[src/rtl/mul_pkg.sv]
// Shared types and helpers for the sequential radix-4 Booth multiplier.
// Imported by the encoder and the top level.
package mul_pkg;

   typedef enum logic [1:0] {
      IDLE = 2'd0,
      CALC = 2'd1,
      DONE = 2'd2
   } state_e;

   typedef struct packed {
      logic neg;
      logic one;
      logic two;
   } booth_ctl_t;

   // Digits needed to cover the (WIDTH+2)-bit extended multiplier.
   function automatic int booth_digits(input int w);
      return w / 2 + 1;
   endfunction

   function automatic bit width_ok(input int w);
      return (w >= 4) && (w % 2 == 0);
   endfunction

endpackage

[src/rtl/booth_enc.sv]
// Radix-4 Booth encoder: {x[i+1], x[i], x[i-1]} -> {neg, one, two}.
// Purely combinational; the zero digit is one = two = 0.
module booth_enc
   import mul_pkg::*;
(
   input  logic [2:0]  bits_i,
   output booth_ctl_t  ctl_o
);

   // Decode the three overlapping multiplier bits into a signed digit.
   always_comb begin
      ctl_o.neg = bits_i[2] & ~(bits_i[1] & bits_i[0]);
      ctl_o.one = bits_i[1] ^ bits_i[0];
      ctl_o.two = (bits_i[2] & ~bits_i[1] & ~bits_i[0])
                | (~bits_i[2] & bits_i[1] & bits_i[0]);
   end

endmodule

[src/rtl/booth_seq_mul.sv]
// Sequential radix-4 Booth multiplier, two multiplier bits per cycle.
// Signed or unsigned operands, valid/ready handshakes on both sides.
module booth_seq_mul
   import mul_pkg::*;
#(
   parameter int WIDTH = 32
) (
   input  logic               clk,
   input  logic               rst_n,
   input  logic               in_valid,
   output logic               in_ready,
   input  logic [WIDTH-1:0]   a,
   input  logic [WIDTH-1:0]   x,
   input  logic               is_signed,
   output logic               out_valid,
   input  logic               out_ready,
   output logic [2*WIDTH-1:0] p,
   output logic               busy
);

   localparam int N  = booth_digits(WIDTH);
   localparam int CW = $clog2(N + 1);
   localparam int EW = WIDTH + 2;
   localparam int SW = WIDTH + 3;
   localparam int AW = 2 * WIDTH + 4;

   if (!width_ok(WIDTH)) begin : g_bad_width
      $error("booth_seq_mul: WIDTH must be even and >= 4");
   end

   state_e             st_q, st_d;
   logic [EW-1:0]      a_q, a_d;
   logic [EW-1:0]      m_q, m_d;
   logic               xm1_q, xm1_d;
   logic [AW-1:0]      acc_q, acc_d;
   logic [CW-1:0]      cnt_q, cnt_d;
   logic [2*WIDTH-1:0] p_q, p_d;

   booth_ctl_t         ctl;
   logic [SW-1:0]      a_sx;
   logic [SW-1:0]      pp;
   logic [SW-1:0]      hi_sx;
   logic [SW-1:0]      sum;
   logic [AW:0]        cat;
   logic [AW-1:0]      acc_nx;
   logic [EW-1:0]      m_nx;

   booth_enc u_enc (
      .bits_i ({m_q[1:0], xm1_q}),
      .ctl_o  (ctl)
   );

   assign a_sx  = {a_q[EW-1], a_q};
   assign hi_sx = {acc_q[AW-1], acc_q[AW-1:WIDTH+2]};
   assign sum   = hi_sx + pp;
   // Sum rejoins the low accumulator bits, then an arithmetic shift by 2.
   assign cat    = {sum, acc_q[WIDTH+1:0]};
   assign acc_nx = {cat[AW], cat[AW:2]};
   assign m_nx   = {{2{m_q[EW-1]}}, m_q[EW-1:2]};

   // Partial product d*a_ext, sign-extended to the adder width.
   always_comb begin
      pp = '0;
      unique case (1'b1)
         ctl.two: pp = a_sx << 1;
         ctl.one: pp = a_sx;
         default: pp = '0;
      endcase
      if (ctl.neg) begin
         pp = ~pp + SW'(1);
      end
   end

   // FSM and datapath next-state: load, iterate digits, hold result.
   always_comb begin
      st_d  = st_q;
      a_d   = a_q;
      m_d   = m_q;
      xm1_d = xm1_q;
      acc_d = acc_q;
      cnt_d = cnt_q;
      p_d   = p_q;
      unique case (1'b1)
         st_q == IDLE: begin
            if (in_valid) begin
               a_d   = is_signed ? {{2{a[WIDTH-1]}}, a}
                                 : {2'b00, a};
               m_d   = is_signed ? {{2{x[WIDTH-1]}}, x}
                                 : {2'b00, x};
               xm1_d = 1'b0;
               acc_d = '0;
               cnt_d = CW'(N);
               st_d  = CALC;
            end
         end
         st_q == CALC: begin
            acc_d = acc_nx;
            m_d   = m_nx;
            xm1_d = m_q[1];
            cnt_d = cnt_q - CW'(1);
            if (cnt_q == CW'(1)) begin
               st_d = DONE;
               p_d  = acc_nx[2*WIDTH-1:0];
            end
         end
         st_q == DONE: begin
            if (out_ready) begin
               st_d = IDLE;
            end
         end
         default: st_d = IDLE;
      endcase
   end

   // State and datapath registers, cleared asynchronously.
   always_ff @(posedge clk or negedge rst_n) begin
      if (!rst_n) begin
         st_q  <= IDLE;
         a_q   <= '0;
         m_q   <= '0;
         xm1_q <= 1'b0;
         acc_q <= '0;
         cnt_q <= '0;
         p_q   <= '0;
      end else begin
         st_q  <= st_d;
         a_q   <= a_d;
         m_q   <= m_d;
         xm1_q <= xm1_d;
         acc_q <= acc_d;
         cnt_q <= cnt_d;
         p_q   <= p_d;
      end
   end

   assign in_ready  = (st_q == IDLE);
   assign busy      = (st_q != IDLE);
   assign out_valid = (st_q == DONE);
   assign p         = p_q;

endmodule

[config.mk]
export PLATFORM = sky130hd
export DESIGN_NAME = booth_seq_mul
export DESIGN_NICKNAME = d
export VERILOG_FILES = /design/src/rtl/mul_pkg.sv /design/src/rtl/booth_enc.sv /design/src/rtl/booth_seq_mul.sv
export SDC_FILE = /design/constraint.sdc
export NUM_CORES = 1
export LEC_CHECK = 0
export ABC_AREA = 1
export BUFFER_PORTS_ARGS = -buffer_cell sky130_fd_sc_hd__buf_2
export CAP_MARGIN = 20
export CORE_MARGIN = 3
export CORE_UTILIZATION = 45
export CTS_BUF_LIST = sky130_fd_sc_hd__clkbuf_8 sky130_fd_sc_hd__clkbuf_16
export DETAILED_ROUTE_END_ITERATION = 8
export GPL_ROUTABILITY_DRIVEN = 0
export GPL_TIMING_DRIVEN = 0
export MAX_ROUTING_LAYER = met4
export SYNTH_ARGS = -nofsm -noshare
export SYNTH_HDL_FRONTEND = slang
export SYNTH_SLANG_ARGS = --single-unit
[constraint.sdc]
create_clock -name clk -period 6.77 [get_ports clk]
set_input_delay 1.0155 -clock clk [delete_from_list [all_inputs] [get_ports clk]]
set_output_delay 1.0155 -clock clk [all_outputs]
set_load 0.05 [all_outputs]
After elaboration in Yosys (flattened, before gate mapping)
Index checks and enable logic that the tools add are counted.
- eq/ne operators: 6
- add/sub/neg operators: 3
- multiplexer cells: 16
- bitwise logic cells: 14
- reductions and logical operators: 8
- operators with widths (operator ; number):
    case mux 68 bit (2 select lines) ; 1
    two-way mux 34 bit ; 3
    case mux 35 bit (2 select lines) ; 1
    two-way mux 68 bit ; 1
    case mux 34 bit (2 select lines) ; 1
    adder 35 x 1 -> 35 bit, second input constant ; 1
    adder 35 bit ; 1
    two-way mux 35 bit ; 1
    NOT 35 bit ; 1
    case mux 5 bit (2 select lines) ; 1
    AND 1 bit ; 6
    two-way mux 2 bit ; 3
    case mux 2 bit (3 select lines) ; 1
    AND reduction 2 bit ; 3
    AND reduction 3 bit ; 2
    equality test 5 x 1 -> 1 bit, second input constant ; 1
    two-way mux 5 bit ; 1
    NOT 1 bit ; 5
    subtractor 5 x 1 -> 5 bit, second input constant ; 1
    != test 2 x 1 -> 1 bit, second input constant ; 2
    nonzero test 2 bit ; 2
    equality test 2 x 1 -> 1 bit, second input constant ; 1
    equality test 2 bit, second input constant ; 1
    logical NOT 2 bit ; 1
    5 further kinds ; 5
- bits in registers: 208
- bits of input ports: 69
- word-level logic and storage cells: 55
- output and inout port bits: 67

Depth between registers and ports, before layout
Gate-level depths: netlist (run 1).
- depth in word-level cells: 10
- gate-level depth with buffers: 31
- mapped depth without buffers: 30

Modules after synthesis
Synthesis (run 1) repeated with hierarchy kept, for this count alone.
- cells, all modules: 1547
- area total of the unflattened synthesis: 11558.6 sq um
- by module, submodules not included (module ; sequential area each (sq um) ; area each (sq um) ; cells an instance ; times used):
    booth_seq_mul ; 5104.9 ; 11517.3 ; 1539 ; 1
    booth_enc ; 0.0 ; 41.3 ; 8 ; 1

Least setup slack after synthesis (run 1)
Ideal clock, no wire load.
- kind: register to register
- start: register xm1_q
- end: register acc_q[49]
- cell stages (with the launch flop): 25
- required time: 6.635 ns
- path buffers: 2
- library setup time: 0.135 ns
- slack: 3.207 ns
- clock period less this slack: 3.563 ns
- arrival time: 3.427 ns
- cell sequence: dfrtp_1 ha_1 buf_2 buf_2 nand2_1 o21ai_1 inv_2 ha_1 inv_1 nor2_1 nand2_1 nor2_4 nand2_1 o21ai_0 xor2_1 inv_1 ha_1 nand2_1 inv_1 a21oi_1 a21boi_0 nand2_1 a21oi_1 xor2_1 o21ai_0
- longest elaborated chain between the ends: 9
- elaborated cells on any way between the ends: 14
- classes of those cells: add/sub (2); mux (3); bitwise (9)
- ends and longest elaborated chain (what ; RTL line ; text):
    from (decl) ; booth_seq_mul.sv:34 ; logic xm1_q, xm1_d;
    from (signal assigned) ; booth_seq_mul.sv:129 ; xm1_q <= xm1_d;
    NOT 1 bit ; booth_enc.sv:14 ; ctl_o.two = (bits_i[2] & ~bits_i[1] & ~bits_i[0])
    AND 1 bit ; booth_enc.sv:14 ;
    OR 1 bit ; booth_enc.sv:15 ; | (~bits_i[2] & bits_i[1] & bits_i[0]);
    case mux 35 bit (2 select lines) ; booth_seq_mul.sv:64 ; unique case (1'b1)
    NOT 35 bit ; booth_seq_mul.sv:70 ; pp = ~pp + SW'(1);
    adder 35 x 1 -> 35 bit ; booth_seq_mul.sv:70 ;
    two-way mux 35 bit * ; booth_seq_mul.sv:69 ; if (ctl.neg) begin
    adder 35 bit * ; booth_seq_mul.sv:55 ; assign sum = hi_sx + pp;
    case mux 68 bit (2 select lines) * ; booth_seq_mul.sv:83 ; unique case (1'b1)
    to (signal assigned) ; booth_seq_mul.sv:122 ; acc_q <= '0;
    to (signal assigned) ; booth_seq_mul.sv:130 ; acc_q <= acc_d;
    to (decl) ; booth_seq_mul.sv:35 ; logic [AW-1:0] acc_q, acc_d;
Mark *: on every way between the ends. The rest lies on a longest branch, timed or not.
A chain may end at the register's enable or synchronous reset.

Worst setup path in the final report (run 1)
- start: register xm1_q
- end: register p_q[53] (netlist: p[53])
- longest elaborated chain between the ends: 8
- elaborated cells on any way between the ends: 13
- classes of those cells: add/sub (2); mux (2); bitwise (9)
- ends and longest elaborated chain (what ; RTL line ; text):
    NOT 1 bit ; booth_enc.sv:14 ;
    AND 1 bit ; booth_enc.sv:14 ;
    OR 1 bit ; booth_enc.sv:15 ;
    case mux 35 bit (2 select lines) ; booth_seq_mul.sv:64 ;
    NOT 35 bit ; booth_seq_mul.sv:70 ;
    adder 35 x 1 -> 35 bit ; booth_seq_mul.sv:70 ;
    two-way mux 35 bit * ; booth_seq_mul.sv:69 ;
    adder 35 bit * ; booth_seq_mul.sv:55 ;
    to (signal assigned) ; booth_seq_mul.sv:132 ; p_q <= p_d;
    to (decl) ; booth_seq_mul.sv:37 ; logic [2*WIDTH-1:0] p_q, p_d;
Marked as above.

==> results of run 1 <==
## state kept, by name, summed over array words and instances, names as in the netlist
name	flops
acc_q	65
p	64
m_q	34
a_q	33
cnt_q	5
st_q	2
xm1_q	1
## Yosys cell counts (2+ instances only)
library cell	count
a21o_1	5
o21bai_1	6
nand2_4	4
inv_2	7
nand2_2	11
o22ai_1	35
nor2_4	3
o31ai_1	5
or2_1	2
o211ai_1	5
nor3_1	15
inv_1	144
nand3_1	94
o21ai_2	12
o21ai_0	121
nand3b_1	13
buf_1	6
o21ai_1	7
dfrtp_1	204
nor2_2	12
ha_1	38
nand3_2	6
a211oi_1	2
xnor2_1	20
nor2_1	86
nand4_1	5
a21boi_0	2
a21oi_1	48
buf_2	5
nand2_1	474
clkbuf_1	41
or2_2	4
xor2_1	25
a221oi_1	2
nor4_1	2
buf_6	3
## cell families (layout without fill, tap and decap cells)
kind of cell    count (synthesis)  count (layout)
simple gates                  732             732
compound gates                254             254
buf+inv                       207             387
flops                         204             204
xor+xnor                       45              45
fa+ha+maj                      39              39
mux                             1               1
## worst max-delay path, delay by kind of cell, from the launching register on
| kind | cells | cell delay [ns] |
|---|---|---|
| xor gates and xnor gates | 2 | 0.56 |
| DFF | 1 | 0.43 |
| AOI/OAI and AO/OA | 6 | 1.27 |
| buffers and inverters | 6 | 0.67 |
| adders and majority gates | 3 | 0.81 |
| and+or+nand+nor | 6 | 0.46 |
## metrics by stage
| stage | worst slack [ns] | cell area, um^2 |
|---|---|---|
| final | 2.421 | 13410 |
| after global routing | 1.917 | 13410 |
| after CTS | 2.404 | 13410 |
| after detailed placement | 2.405 | 12520 |
| after global placement | 1.155 | 12480 |
| after floorplan | 3.207 | 11400 |
## layout make-up
class                      count  area (um^2)  area share (%)
multi-input combinational   1071         5479           40.87
inverter                     151        566.8           4.228
clock buffer                  26        628.1           4.685
timing repair buffer         136        713.2           5.320
tap                          324        405.4           3.024
clock inverter                18        257.7           1.923
buffer                        56        250.2           1.867
sequential                   204         5105           38.08
## worst max path at each step
stage	cells after the start	endpoint	slack [ns]	start
final	23	p[53]	2.42	xm1_q
after global routing	23	p[53]	1.92	xm1_q
after CTS	23	p[53]	2.40	xm1_q
after detailed placement	23	p[53]	2.40	xm1_q
after global placement	1	a_q[26]	1.16	rst_n
after floorplan	24	acc_q[49]	3.21	xm1_q
## layer usage
layer,global-route usage [%],part of all wire (%)
met3,3.268,6.1
met4,5.604,2.4
met1,34.06,48
met2,36.17,44
met5,-,0
==> impl_metrics.toml, run 1 <==
[hold_path]
hp-class = "register to register"
holdPathStages = 2
min_to = "p[54]"
worstHoldStart = "p[54]"

[place]
dp.cells = 1942
io_buffers = 135
hpwlAfterDp_mm = 24.11

[setup_path]
reg2reg_from = "xm1_q"
crit_slowest_cell = "dfrtp_1"
critPathLaunchType = "register"
cp_slowest_stage_delay_ns = 0.43
rr_endpoint = "p[53]"
worst_ep_arrival_time_ns = 4.75
crit_top_cell = "nand2_1"
path_class = "register to register"
worstPathRequired_ns = 7.17
critical_path.max_fanout = 10
r2r_slack_ns = 2.42
end_kind = "register"
path_cells = "ha_1, buf_2, buf_2, nand2_1, o21ai_1, inv_2, ha_1, inv_1, nor2_1, nand2_1, nand2_1, xor2_1, inv_1, ha_1, a21oi_1, inv_1, a21oi_1, o21ai_0, a21o_1, nand2_1, nand2_1, xnor2_1, o21ai_0"
ff2ff_path_depth = 23

[drt]
postRouteAntennaNets = 0
viasPerCell = 5.120
routed_wl_mm = 31.34
drc_errors = 0
vias = 10170
drtIter0Drc = 756
drt_pass1_iterations = 5
wl_per_cell_um = 15.78

[yosys]
synth_seq_cells = 204
ys_seq_area_share_pct = 44.78
synthAdderAreaFrac_pct = 4.346
syn_avg_cell_area_um2 = 7.693
synthMuxAreaShare_pct = 0.08780
syn-num-nets = 1590
synth-compound-area-share_pct = 12.74
synth_area_leader_cell = "dfrtp_1"
synthTopCellsByArea = "dfrtp_1, nand2_1, o21ai_0, inv_1, ha_1"
synth-simple-area-share_pct = 27.43
synth_area_mm2 = 0.01140
syn_inst = 1482
yosysWarnings = 0
synth_top_cell_area_share_pct = 44.78
synth_cell_types = 44
synth-main-ff-cell = "dfrtp_1"
synth-edff-count = 0
async_reset_ff_share_pct = 100.0
synth_xor_area_share_pct = 3.457
synth_top_family_by_area = "simple AND/OR/NAND/NOR gates"

[finish]
syn_to_final_growth_pct = 17.58
antenna-diode-count = 0
final_common_cell = "nand2_1"
num-fill-cells = 2466
drive_above_1_share_pct = 14.92
finalNonFillerCells = 1986
utilization_pct = 54.48
nets = 1752
layout_common_cells = "nand2_1, dfrtp_1, inv_1"

[clock_network]
ctsHoldBuffers = 0
cts-buffers-inserted = 24
cts_root_buf = "clkbuf_16"
clk_latency_ns = 0.54
h-tree-depth = 1
clkSinkCount = 204
clk_transition_reported_paths_ns = 0.07
cts_tree = "done"
post_cts_buffers = 0
cts.path.max_buffers = 3
post_cts_resized = 0

[die]
ios = 136
die_h_um = 165.2
die-area_mm2 = 0.02728
die_width_um = 165.2
rows = 57
core_mm2 = 0.02460
start_util_pct = 46.34

[sta]
slew-limit-headroom_pct = 46.21
rsz0062_at_grt = "no"
fin_worst_skew_ns = 0.01701
fin_setup_tns_ns = 0
setup_viol = 0
min_period_ns = 4.349
whs_ns = 0.4697
hold_viol = 0
fmax_ghz = 0.2299
post-route-period-util_pct = 64.24
slew_viol_final = 0
worst_pin_slew_ns = 0.8069

[global_routing]
grt_max_degree = 106
grt_overflow = 0
grt_antenna_before_repair = 0
first_global_vias = 9693
grt_pass1_wl_mm = 50.40
grtUsageTotal_pct = 23.82

[run_status]
status = "completed"

[flow_run]
cap_violations = 0
Power of run 1 is left out: the tool's default activity adds up to more than one toggle a clock period on the data nets, which glitch-free logic cannot reach.
==> run 2: changes to the inputs <==
==> constraint.sdc (replaced) <==
create_clock -name clk -period 4.6 [get_ports clk]
set_input_delay 0.69 -clock clk [delete_from_list [all_inputs] [get_ports clk]]
set_output_delay 0.69 -clock clk [all_outputs]
set_load 0.05 [all_outputs]
==> impl_metrics.toml, run 2 (synthesis results as in run 1) <==
[finish]
largest_reg_flops = 65
regMostFlops = "acc_q"
layout_common_cells = "nand2_1, dfrtp_1, inv_1"
fin_area_mm2 = 0.01350
final_common_cell = "nand2_1"
nets = 1755
drive_above_1_share_pct = 15.98
finalNonFillerCells = 1989
syn_to_final_growth_pct = 18.40
antenna-diode-count = 0
num-fill-cells = 2465

[drt]
routed-wl-met2_mm = 13.87
viasPerCell = 5.129
routed_wl_mm = 31.48
met1_length_mm = 15.16
dr_wl_met3_mm = 1.753
highest-signal-layer = "met4"
postRouteAntennaNets = 0
drtIter0Drc = 737
vias = 10200
wl_per_cell_um = 15.83
drt_pass1_iterations = 5
drc_errors = 0

[clock_network]
cts-buffers-inserted = 24
ctsHoldBuffers = 0
clk_transition_reported_paths_ns = 0.06
clk_latency_ns = 0.53
cts_tree = "done"
cts.path.max_buffers = 3
h-tree-depth = 1
clkSinkCount = 204
cts_root_buf = "clkbuf_16"

[setup_path]
end_kind = "register"
cp_slowest_stage_delay_ns = 0.43
worst_ep_arrival_time_ns = 4.66
worstPathRequired_ns = 5.01
crit_slowest_cell = "dfrtp_1"
path_buf_inv = 5
critPathLaunchType = "register"
r2r_slack_ns = 0.35
crit_top_cell = "nand2_1"
path_depth = 25
cp_top_family = "simple AND/OR/NAND/NOR gates"
ff2ff_path_depth = 25
critical_path.max_fanout = 10
path_class = "register to register"

[die]
die-area_mm2 = 0.02728
rows = 57
die_width_um = 165.2
core_mm2 = 0.02460
start_util_pct = 46.34
ios = 136
die_h_um = 165.2

[global_routing]
grt_antenna_before_repair = 0
grt_overflow = 0
grtUsageTotal_pct = 23.82
grt_pass1_wl_mm = 50.40
grt_max_degree = 106
first_global_vias = 9693

[place]
dpl_worst_slack_ns = 0.2347
placedInstanceArea_mm2 = 0.01252
io_buffers = 135
hpwlAfterDp_mm = 24.11
dp.cells = 1942

[sta]
setup_viol = 0
fin_ws_ns = 0.3531
fmax_ghz = 0.2355
post-route-period-util_pct = 92.32
hold_viol = 0
slew-limit-headroom_pct = 46.49
rsz0062_at_grt = "no"
min_period_ns = 4.247
slew_viol_final = 0
worst_pin_slew_ns = 0.8027
fin_worst_skew_ns = 0.01267

[run_status]
status = "completed"

[hold_path]
hp-class = "primary input to asynchronous set/reset pin"

[flow_run]
cap_violations = 0
-- run 2: repair_timing --
item                                    CTS  global route
endpoints found under the setup margin    0            21
gates resized for setup                   0            21
setup buffers                             0             3
hold endpoints to repair                  0             0
-- run 2: metrics by stage --
step	hold slack, ns	utilization [%]	setup TNS [ns]
final	0.2048	54.86	0
after CTS	0.2264	54.48	0
after detailed placement	0.4597	50.88	0
after global routing	0.2540	54.86	0
after floorplan	0.3944	-	0
after global placement	0.4593	50.73	-133.99
-- run 2: final cells by class --
type / instances / area [um^2] / area share, %
multi-input combinational: 1071 / 5550 / 41.12
sequential: 204 / 5105 / 37.82
timing repair buffer: 139 / 735.7 / 5.450
clock buffer: 26 / 628.1 / 4.653
inverter: 151 / 566.8 / 4.199
tap: 324 / 405.4 / 3.003
clock inverter: 18 / 257.7 / 1.909
buffer: 56 / 250.2 / 1.854
-- run 2: path summary, 6_finish.rpt --
| check | from | end |
|---|---|---|
| min | rst_n | p[20] |
| max in group asynchronous | rst_n | a_q[29] |
| min in group clk | out_ready | st_q[1] |
| max | xm1_q | acc_q[62] |
| min reg2reg | p[54] | p[54] |
| max reg2reg | xm1_q | acc_q[62] |
-- run 2: worst register-to-register path: stages (launching register included) --
cell,delay (ns)
dfrtp_1,0.43
ha_1,0.28
buf_2,0.16
buf_2,0.19
nand2_1,0.13
inv_1,0.10
nor2_1,0.15
nand4_1,0.14
nor2_1,0.21
nand2_1,0.10
nor2_1,0.16
nand2_1,0.11
nand2_1,0.07
nand2_1,0.06
nand2_1,0.06
inv_1,0.05
ha_1,0.36
a21oi_1,0.28
o21ai_0,0.18
o21bai_1,0.19
inv_1,0.09
nor2_1,0.05
a211oi_1,0.22
nand3b_1,0.13
nand3_1,0.15
nand2_1,0.07
-- run 2: layer usage --
layer,track usage [%],vias to the layer above
met4,5.604,0
met3,3.268,48
met1,34.06,4733
li1,-,5134
met2,36.17,286
met5,-,-
Power of run 2 is left out for the same reason.
==> run 3: changes to the inputs <==
--- a/config.mk
+++ b/config.mk
@@ -6,7 +6,7 @@
 export NUM_CORES = 1
 export LEC_CHECK = 0
 export ABC_AREA = 1
-export BUFFER_PORTS_ARGS = -buffer_cell sky130_fd_sc_hd__buf_2
+export BUFFER_PORTS_ARGS = -buffer_cell sky130_fd_sc_hd__buf_4
 export CAP_MARGIN = 20
 export CORE_MARGIN = 3
 export CORE_UTILIZATION = 45
==> impl_metrics.toml, run 3 (synthesis results as in run 1) <==
[run_status]
status = "completed"

[clock_network]
cts_tree = "done"
ctsHoldBuffers = 0
cts_root_buf = "clkbuf_16"
cts-buffers-inserted = 24
h-tree-depth = 1
clkSinkCount = 204
clk_transition_reported_paths_ns = 0.06
cts.path.max_buffers = 3
clk_latency_ns = 0.54

[die]
start_util_pct = 46.34
die_h_um = 165.2
ios = 136
die_width_um = 165.2
die-area_mm2 = 0.02728
rows = 57
core_mm2 = 0.02460

[drt]
viasPerCell = 5.213
vias = 10350
postRouteAntennaNets = 0
routed_wl_mm = 32.00
wl_per_cell_um = 16.12
drc_errors = 0
drtIter0Drc = 808
drt_pass1_iterations = 5

[sta]
whs_ns = 0.1501
slew-limit-headroom_pct = 47.16
fmax_ghz = 0.2299
fin_ws_ns = 0.2502
rsz0062_at_grt = "yes"
fin_worst_skew_ns = 0.02811
worst_pin_slew_ns = 0.7925
setup_viol = 0
slew_viol_final = 0
min_period_ns = 4.350
post-route-period-util_pct = 94.56
hold_viol = 0

[finish]
drive_above_1_share_pct = 15.35
num-fill-cells = 2395
largest_reg_flops = 65
final_common_cell = "nand2_1"
regMostFlops = "acc_q"
syn_to_final_growth_pct = 20.66
layout_common_cells = "nand2_1, dfrtp_1, inv_1"
antenna-diode-count = 0
nets = 1754

[setup_path]
r2r_slack_ns = 0.25
reg2reg_from = "xm1_q"
worst_ep_arrival_time_ns = 4.73
worstPathRequired_ns = 4.98
critPathLaunchType = "register"
path_class = "register to register"
critical_path.max_fanout = 10
ff2ff_path_depth = 23
rr_endpoint = "acc_q[53]"
end_kind = "register"

[global_routing]
grt_overflow = 0
grt_max_degree = 112
grt_antenna_before_repair = 0
grtUsageTotal_pct = 24.22
grt_pass1_wl_mm = 51.16
first_global_vias = 9874

[flow_run]
cap_violations = 0

[place]
dpl_worst_slack_ns = 0.2894
io_buffers = 135
hpwlAfterDp_mm = 24.54

[hold_path]
hp-class = "primary input to asynchronous set/reset pin"
run 3: changes by cell type in the layout (fill, tap and decap cells not counted), sizes merged:
cell	delta
clkbuf	+1
clkinvlp	-5
bufinv	-1
buf	-1
inv	+2
run 3: cell type report:
type | instances | area [um^2] | area share (%)
tap | 324 | 405.4 | 2.947
clock inverter | 14 | 196.4 | 1.428
inverter | 151 | 566.8 | 4.120
sequential | 204 | 5105 | 37.11
timing repair buffer | 138 | 1064 | 7.731
clock buffer | 27 | 641.9 | 4.666
buffer | 56 | 250.2 | 1.819
multi-input combinational | 1071 | 5528 | 40.18
run 3: metal layers:
layer	GRT usage, %	wire length (um)
met1	34.51	15240
met2	36.95	14150
met3	2.494	1713
met4	6.862	898
met5	-	0
run 3: critical path, stage by stage (launching register included):
cell     delay, ns
dfrtp_1       0.42
ha_1          0.29
buf_2         0.17
buf_2         0.24
nand2_1       0.07
o21ai_1       0.09
inv_2         0.07
ha_1          0.17
inv_1         0.06
nor2_1        0.04
nand2_1       0.13
nand2_1       0.08
xor2_1        0.16
inv_1         0.09
ha_1          0.35
a21oi_1       0.24
inv_1         0.08
a21oi_1       0.27
o21ai_1       0.19
a21o_1        0.25
nand2_1       0.07
nand2_1       0.05
xnor2_1       0.44
o21ai_0       0.15
run 3: worst max-delay path by stage:
stage	endpoint	startpoint	slack, ns	depth (start not counted)
detailed placement	acc_q[53]	xm1_q	0.29	23
global route	acc_q[55]	xm1_q	-0.04	23
floorplan	acc_q[49]	xm1_q	1.04	24
finish	acc_q[53]	xm1_q	0.25	23
CTS	acc_q[53]	xm1_q	0.26	23
global placement	acc_q[53]	xm1_q	0.26	23
run 3: per-stage QoR:
stage               util, %  area (um^2)  cells  TNS (ns)
finish                55.91        13760   1985         0
global route          55.91        13760   1985  -0.09346
CTS                   55.65        13690   1983         0
detailed placement    52.25        12850   1942         0
global placement      52.10        12820   1941         0
floorplan                 -        11400   1482         0
run 3: what timing repair did:
item,in CTS,in global routing
resized for setup,0,16
buffers inserted,0,2
endpoints found under the setup margin,0,17
Power of run 3 is left out for the same reason.
